## src/rtl/match_sequencer.sv

```systemverilog
// match_sequencer
//   Game-level controller for the LED ping-pong datapath. Walks each match
//   through idle, serve wait, rally, point pause and match over; keeps the
//   scores, serve rotation and speed level; gates the ball engine.
//
// Ports
//   clk          system clock
//   rst_n        synchronous active-low reset
//   tick         one-cycle game-rate enable
//   start        start / restart a match (IDLE or OVER only)
//   lvl_up       raise speed level (IDLE or OVER only)
//   lvl_down     lower speed level (IDLE or OVER only)
//   serve_btn    current server's hit
//   p1_point     ball engine awards a point to P1
//   p2_point     ball engine awards a point to P2
//   level        speed level to the clock selector
//   game_run     ball engine enable
//   serve_start  one-cycle launch pulse to the ball engine
//   server       0 = P1 serves, 1 = P2 serves
//   score_p1     P1 score
//   score_p2     P2 score
//   winner       00 none, 01 P1, 10 P2
//   blink        display blink flag
//   state_o      IDLE=0, SERVE_WAIT=1, RALLY=2, PAUSE=3, OVER=4

module match_sequencer #(
  parameter int WIN_SCORE   = 11,
  parameter int SERVE_SWAP  = 2,
  parameter int PAUSE_TICKS = 8,
  parameter int SERVE_TO    = 32
) (
  input  logic       clk,
  input  logic       rst_n,
  input  logic       tick,
  input  logic       start,
  input  logic       lvl_up,
  input  logic       lvl_down,
  input  logic       serve_btn,
  input  logic       p1_point,
  input  logic       p2_point,
  output logic [1:0] level,
  output logic       game_run,
  output logic       serve_start,
  output logic       server,
  output logic [3:0] score_p1,
  output logic [3:0] score_p2,
  output logic [1:0] winner,
  output logic       blink,
  output logic [2:0] state_o
);

  localparam int TW = (SERVE_TO    < 2) ? 1 : $clog2(SERVE_TO + 1);
  localparam int PW = (PAUSE_TICKS < 2) ? 1 : $clog2(PAUSE_TICKS + 1);
  localparam int CW = (SERVE_SWAP  < 2) ? 1 : $clog2(SERVE_SWAP + 1);

  typedef enum logic [2:0] {
    IDLE       = 3'd0,
    SERVE_WAIT = 3'd1,
    RALLY      = 3'd2,
    PAUSE      = 3'd3,
    OVER       = 3'd4
  } state_t;

  state_t        state, state_n;
  logic [1:0]    level_n;
  logic [3:0]    score_p1_n, score_p2_n;
  logic          server_n;
  logic [1:0]    winner_n;
  logic          blink_n;
  logic          game_run_n;
  logic          serve_start_n;
  logic [CW-1:0] point_cnt, point_cnt_n, point_inc;
  logic [TW-1:0] tick_cnt, tick_cnt_n;
  logic [PW-1:0] pause_cnt, pause_cnt_n;

  logic          begin_match;
  logic          p1_only, p2_only;
  logic          serve_timeout;
  logic          pause_done;
  logic          deuce;
  logic          scorer_wins;
  logic [4:0]    new_p1, new_p2, new_mine, new_theirs;

  assign begin_match = start && (state == IDLE || state == OVER);

  // Simultaneous point pulses are a ball-engine fault and score nothing.
  assign p1_only = p1_point && !p2_point;
  assign p2_only = p2_point && !p1_point;

  // The timeout fires on the SERVE_TO-th tick itself, so a serve_btn in the
  // same cycle merges into the same single launch.
  assign serve_timeout = (SERVE_TO != 0) && tick && (tick_cnt == TW'(SERVE_TO - 1));
  assign pause_done    = tick && (pause_cnt == PW'(PAUSE_TICKS - 1));

  // Scores are widened by one bit so the lead test cannot wrap.
  assign new_p1     = {1'b0, score_p1} + {4'd0, p1_only};
  assign new_p2     = {1'b0, score_p2} + {4'd0, p2_only};
  assign new_mine   = p1_only ? new_p1 : new_p2;
  assign new_theirs = p1_only ? new_p2 : new_p1;

  assign scorer_wins = ((new_mine >= 5'(WIN_SCORE)) && (new_mine >= new_theirs + 5'd2))
                       || (new_mine == 5'd15);
  assign deuce       = (new_p1 >= 5'(WIN_SCORE - 1)) && (new_p2 >= 5'(WIN_SCORE - 1));
  assign point_inc   = point_cnt + CW'(1);

  always_comb begin
    state_n       = state;
    level_n       = level;
    score_p1_n    = score_p1;
    score_p2_n    = score_p2;
    server_n      = server;
    winner_n      = winner;
    blink_n       = blink;
    serve_start_n = 1'b0;
    point_cnt_n   = point_cnt;
    tick_cnt_n    = tick_cnt;
    pause_cnt_n   = pause_cnt;

    // Opposing level requests in one cycle cancel out.
    if ((state == IDLE || state == OVER) && (lvl_up != lvl_down)) begin
      if (lvl_up && level != 2'd3) begin
        level_n = level + 2'd1;
      end else if (lvl_down && level != 2'd0) begin
        level_n = level - 2'd1;
      end
    end

    case (state)
      IDLE: begin
      end

      SERVE_WAIT: begin
        if (serve_btn || serve_timeout) begin
          state_n       = RALLY;
          serve_start_n = 1'b1;
        end else if (tick) begin
          tick_cnt_n = tick_cnt + TW'(1);
        end
      end

      RALLY: begin
        if (p1_only || p2_only) begin
          score_p1_n = new_p1[3:0];
          score_p2_n = new_p2[3:0];
          if (scorer_wins) begin
            winner_n = p1_only ? 2'b01 : 2'b10;
            state_n  = OVER;
          end else begin
            state_n     = PAUSE;
            pause_cnt_n = '0;
            // Deuce is sticky until the match ends, so the rotation
            // counter is simply parked at zero while it lasts.
            if (deuce || point_inc == CW'(SERVE_SWAP)) begin
              server_n    = ~server;
              point_cnt_n = '0;
            end else begin
              point_cnt_n = point_inc;
            end
          end
        end
      end

      PAUSE: begin
        if (tick) begin
          if (pause_done) begin
            state_n    = SERVE_WAIT;
            tick_cnt_n = '0;
          end else begin
            pause_cnt_n = pause_cnt + PW'(1);
          end
        end
      end

      OVER: begin
        if (tick) begin
          blink_n = ~blink;
        end
      end

      default: begin
        state_n = IDLE;
      end
    endcase

    // A new match overrides the OVER blink toggle in the same cycle.
    if (begin_match) begin
      state_n     = SERVE_WAIT;
      score_p1_n  = 4'd0;
      score_p2_n  = 4'd0;
      server_n    = 1'b0;
      winner_n    = 2'b00;
      blink_n     = 1'b0;
      point_cnt_n = '0;
      tick_cnt_n  = '0;
    end

    game_run_n = (state_n == RALLY);
  end

  always_ff @(posedge clk) begin
    if (!rst_n) begin
      state       <= IDLE;
      level       <= 2'd0;
      score_p1    <= 4'd0;
      score_p2    <= 4'd0;
      server      <= 1'b0;
      winner      <= 2'b00;
      blink       <= 1'b0;
      game_run    <= 1'b0;
      serve_start <= 1'b0;
      point_cnt   <= '0;
      tick_cnt    <= '0;
      pause_cnt   <= '0;
    end else begin
      state       <= state_n;
      level       <= level_n;
      score_p1    <= score_p1_n;
      score_p2    <= score_p2_n;
      server      <= server_n;
      winner      <= winner_n;
      blink       <= blink_n;
      game_run    <= game_run_n;
      serve_start <= serve_start_n;
      point_cnt   <= point_cnt_n;
      tick_cnt    <= tick_cnt_n;
      pause_cnt   <= pause_cnt_n;
    end
  end

  assign state_o = state;

endmodule

```

## config.mk

```make
export PLATFORM = sky130hd
export DESIGN_NAME = match_sequencer
export DESIGN_NICKNAME = d
export VERILOG_FILES = /design/src/rtl/match_sequencer.sv
export SDC_FILE = /design/constraint.sdc
export NUM_CORES = 1
export LEC_CHECK = 0
export CAP_MARGIN = 15
export CELL_PAD_IN_SITES_DETAIL_PLACEMENT = 0
export CELL_PAD_IN_SITES_GLOBAL_PLACEMENT = 1
export CORE_ASPECT_RATIO = 1.25
export CORE_MARGIN = 3
export CORE_UTILIZATION = 35
export CTS_CLUSTER_SIZE = 16
export DETAILED_ROUTE_END_ITERATION = 7
export GPL_ROUTABILITY_DRIVEN = 0
export GPL_TIMING_DRIVEN = 0
export PLACE_DENSITY_LB_ADDON = 0.05
export SLEW_MARGIN = 20
export SYNTH_ARGS = -nofsm -noshare
export SYNTH_HDL_FRONTEND = slang
export SYNTH_SLANG_ARGS = --single-unit
```

## constraint.sdc

```tcl
create_clock -name clk -period 4.7 [get_ports clk]
set_clock_uncertainty 0.05 [all_clocks]
set_input_delay 0.94 -clock clk [delete_from_list [all_inputs] [get_ports clk]]
set_output_delay 0.94 -clock clk [all_outputs]
set_load 0.03 [all_outputs]
```

Yosys cells after proc, flatten, opt, wreduce, memory -nomap -nowiden
Index checks and enable logic that the tools add are counted.

Input port bits: 9. Word-level logic and storage cells: 103. Bits in registers: 31.

Order comparisons: 4. Mux-type cells: 24. Add/sub/neg operators: 8. Eq/ne operators: 18. Bitwise gates (word level): 4. Reductions and logical operators: 33.

Operator list (count): $mux 6 (4); $mux 3 (6); $mux 4 (4); $ne 2x2->1 const B (8); $ge 5x4->1 const B (3); $pmux 3 s4 (1); $pmux 6 s2 (1); $add 4x1->5 (2); $logic_and 1x1->1 (10); $mux 5 (2); $reduce_and 5->1 (2); $eq 3x2->1 const B (3); $mux 2 (4); $pmux 4 s2 (1); $reduce_and 2->1 (4); $reduce_bool 2->1 (4); $add 6x1->6 const B (1); $eq 6x5->1 const B (1); $reduce_and 3->1 (2); $add 5x2->5 const B (1); $eq 5x4->1 const B (1); $ge 5x5->1 (1); $logic_or 1x1->1 (5); $add 2x1->2 const B (2); 13 further kinds (18).

Longest topological paths before layout
Gate-level depths: netlist of the first run.

Depth after elaboration: 13. Depth in mapped cells: 15. Depth with buffers taken out: 15.

Worst setup path before layout of the first run
OpenSTA, ideal clock, no wires.

Kind: in2reg. Start: input p1_point. End: register pause_cnt[0]. Arrival: 3.920 ns. Setup time: 0.070 ns. Data required time: 4.580 ns. Cell stages on the path: 15. Path slack: 0.660 ns. Buffers on the path: 0. Cells stage by stage: inv_1 > ha_1 > ha_1 > ha_1 > xnor2_1 > mux2i_1 > ha_1 > inv_1 > ha_1 > a21oi_1 > o21ai_0 > a31oi_1 > nor4_1 > or4_1 > a21oi_1.

Longest elaborated chain between the ends: 10.

RTL lines: start: declaration (RTL line 39) `input logic p1_point,`; $logic_not 1->1 (RTL line 88) `assign p2_only = p2_point && !p1_point;`; $logic_and 1x1->1 (RTL line 88); $add 4x1->5 (RTL line 97) `assign new_p2 = {1'b0, score_p2} + {4'd0, p2_only};`; $mux 5 (RTL line 99) `assign new_theirs = p1_only ? new_p2 : new_p1;`; $add 5x2->5 (RTL line 101) `assign scorer_wins = ((new_mine >= 5'(WIN_SCORE)) && (new_mine >= new_theirs + 5'd2))`; $ge 5x5->1 (RTL line 101); $logic_and 1x1->1 (RTL line 101); $logic_or 1x1->1 (RTL line 102) `|| (new_mine == 5'd15);`; $ne 2x2->1 (no source line); $reduce_and 5->1 (no source line) (*); end signal: assignment (RTL line 226) `pause_cnt <= pause_cnt_n;`; end: declaration (RTL line 74) `logic [PW-1:0] pause_cnt, pause_cnt_n;`.

Mark *: on every way between the ends. The rest lies on a longest branch, timed or not. A chain may end at the register's enable or synchronous reset.

Worst setup path after layout of the first run
Start: input p1_point. End: register game_run.

RTL lines: $logic_and 1x1->1 (*) (RTL line 87) `assign p1_only = p1_point && !p2_point;`; net p1_only (RTL line 77) `logic p1_only, p2_only;`; $add 4x1->5 (RTL line 96) `assign new_p1 = {1'b0, score_p1} + {4'd0, p1_only};`; $mux 5 (RTL line 99); $add 5x2->5 (RTL line 101); $ge 5x5->1 (RTL line 101); $logic_and 1x1->1 (RTL line 101); $logic_or 1x1->1 (RTL line 102); $mux 3 (RTL line 145) `if (scorer_wins) begin`; $mux 3 (*) (RTL line 142) `if (p1_only || p2_only) begin`; $pmux 3 s4 (*) (RTL line 128) `case (state)`; $mux 3 (*) (RTL line 186) `if (begin_match) begin`; $eq 3x2->1 (*) (RTL line 197) `game_run_n = (state_n == RALLY);`; end signal: assignment (RTL line 222) `game_run <= game_run_n;`; end: declaration (RTL line 42) `output logic game_run,`.

Mark *: on every way through the listed nets, which the timed path passes. The rest lies on a longest branch.

==> flow_summary.json, run 1 <==
{
  "route.met2.wl_um": 2820,
  "detailed_place_hpwl_um": 4200,
  "ant_nets": 0,
  "synth_xor_area_frac": 0.0405,
  "top_layer": "met4",
  "drt_iter0_markers": 55,
  "synth-edff-count": 0,
  "power-per-cell-area_nw_per_um2": 225,
  "path_clk_slew_ns": 0.07,
  "grtUsageTotal": 0.162,
  "antennaDiodeCount": 0,
  "status": "finished clean",
  "yosys_warnings": 0,
  "fill_cells": 623,
  "synthesis.area_um2": 2160,
  "cts_setup_buffers": 0,
  "crit_arrival_ns": 4.56,
  "worst_ep_required_time_ns": 4.82,
  "rsz0062_at_grt": "false",
  "row_count": 31,
  "whs_ns": 0.419,
  "core_area_um2": 5900,
  "io_pins": 28,
  "cts_sinks": 31,
  "multi_input_area_um2": 1460,
  "peakVddDrop_mv": 0.145,
  "ys_ff_latch": 31,
  "final_util": 0.451,
  "initial_utilization": 0.367,
  "cp-start-kind": "input pin",
  "crit_start": "p1_point",
  "hp-class": "reg -> reg",
  "synth_cells": 253,
  "cp-endpoint": "game_run",
  "relSlewSlack": 0.575,
  "finalNetCount": 310,
  "area_growth_pct": 22.8,
  "port_buffers": 26,
  "synthArstFlopShare": 0,
  "drc": 0,
  "reg2reg_to": "game_run",
  "tightest_slew_ns": 0.635,
  "finalCritPeriodShare": 0.944,
  "synth_compound_area_frac": 0.242,
  "hold_viol": 0,
  "firstDrtPassIters": 4,
  "die_w_um": 76.3,
  "drive_above_1_share": 0.139,
  "tritoncts": "done",
  "grt_first_pass_wirelength_um": 9270,
  "rrSetupSlack_ns": 1.28,
  "drt-total-wl_um": 5490,
  "min_path_cells": 2,
  "vias_per_cell": 5.25,
  "fin_tns_setup_ns": 0,
  "antenna_found_initial": 0,
  "seq_area_um2": 621,
  "ys_seq_area_frac": 0.287,
  "grt_start_max_net_pins": 11,
  "wire_per_inst_um": 14.9,
  "fin_crit_ns": 4.44,
  "synth_flop_cell": "dfxtp_1",
  "finalSetupViolCount": 0,
  "wl_met1_um": 2500,
  "dieArea_um2": 7170,
  "synth-adder-area-share": 0.0867,
  "ys_types": 58,
  "critPathMaxFanout": 10,
  "reg2regPathDepth": 13,
  "clock_path_buffers": 2,
  "h-tree-depth": 2,
  "met3WireLength_um": 141,
  "drv_cap": 0,
  "drv_slew": 0,
  "endpoint_kind": "flip-flop",
  "syn_area_per_cell_um2": 8.56,
  "muxShareOfSynthArea": 0.0775,
  "dpl-instance-area_um2": 2530,
  "max_freq_ghz": 0.225,
  "num_vias": 1936,
  "final_cells": 369,
  "power.leakage_nw": 0.910,
  "grt_overflow_total": 0,
  "dp_cells": 361,
  "critPathKind": "in -> reg",
  "root_buffer": "clkbuf_8",
  "synthSimpleGateAreaFrac": 0.213,
  "synth_nets": 277,
  "synth_top_family_by_area": "compound AO/OA/AOI/OAI gates",
  "first_global_vias": 1917,
  "r2r_start": "score_p1[0]",
  "cts_made_buffers": 5,
  "finalInstanceArea_um2": 2660,
  "die_h_um": 93.9,
  "insertion_delay_ns": 0.28
}
[registers in the layout (all words and copies together) (netlist names)]
signal and count:
state_o 3, score_p1 4, server 1, game_run 1, pause_cnt 4, level 2
serve_start 1, blink 1, score_p2 4, tick_cnt 6, point_cnt 2, winner 2
[worst max-delay path, stage by stage]
cell             delay (ns)
clkdlybuf4s50_1        0.48
ha_1                   0.21
buf_4                  0.18
clkbuf_1               0.42
mux2_2                 0.43
ha_1                   0.28
inv_1                  0.04
ha_1                   0.28
nand2_1                0.05
o21ai_0                0.20
a31oi_2                0.20
o21a_2                 0.22
o41a_1                 0.40
and4_1                 0.23
[power breakdown]
part	switching [mW]	internal [mW]	leakage (nW)
registers	0.00417	0.267	0.250
logic	0.0544	0.0332	0.609
clock network	0.106	0.133	0.0505
[layout make-up]
| class | count | share of cell area |
|---|---|---|
| multi-input combinational | 198 | 0.547 |
| inverter | 14 | 0.0198 |
| clock buffer | 7 | 0.0362 |
| sequential | 31 | 0.233 |
| buffer | 10 | 0.0240 |
| clock inverter | 1 | 0.00282 |
| timing repair buffer | 26 | 0.0979 |
| tap | 82 | 0.0386 |
[metrics by stage]
step	setup WS, ns	power (mW)
after global placement	-0.176	0.365
after global routing	0.0124	0.626
after CTS	0.0348	0.608
final	0.261	0.599
after floorplan	0.660	0.334
after detailed placement	-0.270	0.365
[Yosys cell counts (6+ instances only)]
cell	n	area, um^2
a21oi_1	20	100
dfxtp_1	31	621
ha_1	15	188
inv_1	14	52.6
mux2i_1	6	60.1
nand2_1	26	97.6
nand2b_1	6	37.5
nand3_1	9	45.0
nor2_1	13	48.8
nor3_1	7	35.0
o21ai_0	15	75.1
o31ai_1	6	45.0
xnor2_1	6	52.6
[layer usage]
layer,vias to the layer above,global-route usage
met5,-,0
met2,34,0.296
met1,898,0.192
met3,2,0.0278
met4,0,0.0529
li1,1002,-
[logic make-up (layout without fill, tap and decap cells)]
family | count (synthesis) | in the layout
xor+xnor | 10 | 10
flops | 31 | 31
fa+ha+maj | 15 | 15
mux | 14 | 14
buf+inv | 24 | 58
simple gates | 85 | 85
compound gates | 74 | 74
[layout by cell type, fill, tap and decap left out, types with 2 or more instances in the layout]
cell type and instances:
clkbuf_1 5, o21a_2 2, a31oi_1 4, and4b_1 2
xnor2_2 2, nand2b_1 6, nor2b_1 2, or3_1 4
nand4_1 2, clkbuf_8 9, clkdlybuf4s50_1 26, o311ai_0 3
inv_1 14, a2111oi_1 2, xor2_1 4, a21oi_1 20
dfxtp_1 31, o31ai_1 6, o21ai_0 15, nor2_1 13
o211ai_1 4, mux2_2 5, nand4b_1 2, xnor2_1 4
ha_1 15, nand2_1 26, nor3_1 7, buf_2 2
nand3_1 9, mux2i_1 6, nand3_4 2, o22ai_1 2
[worst min path at each step]
stage	to	from	slack, ns
2_1_floorplan	point_cnt[1]	point_cnt[1]	0.39
3_3_place_gp	point_cnt[1]	point_cnt[1]	0.40
3_5_place_dp	point_cnt[1]	point_cnt[1]	0.42
4_1_cts	point_cnt[1]	point_cnt[1]	0.43
5_1_grt	point_cnt[1]	point_cnt[1]	0.45
6_report	point_cnt[1]	point_cnt[1]	0.42
[timing repair]
action	4_1_cts	5_1_grt
endpoints found under the setup margin	0	7
hold buffers	0	0
gates resized for setup	0	4
Note: power is estimated with default switching activity, not from simulation.
==> run 2: changes to the inputs <==
--- a/config.mk
+++ b/config.mk
@@ -20,3 +20,4 @@
 export SYNTH_ARGS = -nofsm -noshare
 export SYNTH_HDL_FRONTEND = slang
 export SYNTH_SLANG_ARGS = --single-unit
+export TNS_END_PERCENT = 100
==> results of run 2 <==
Same layout as run 1: the final DEF is identical, and so are final timing and power.
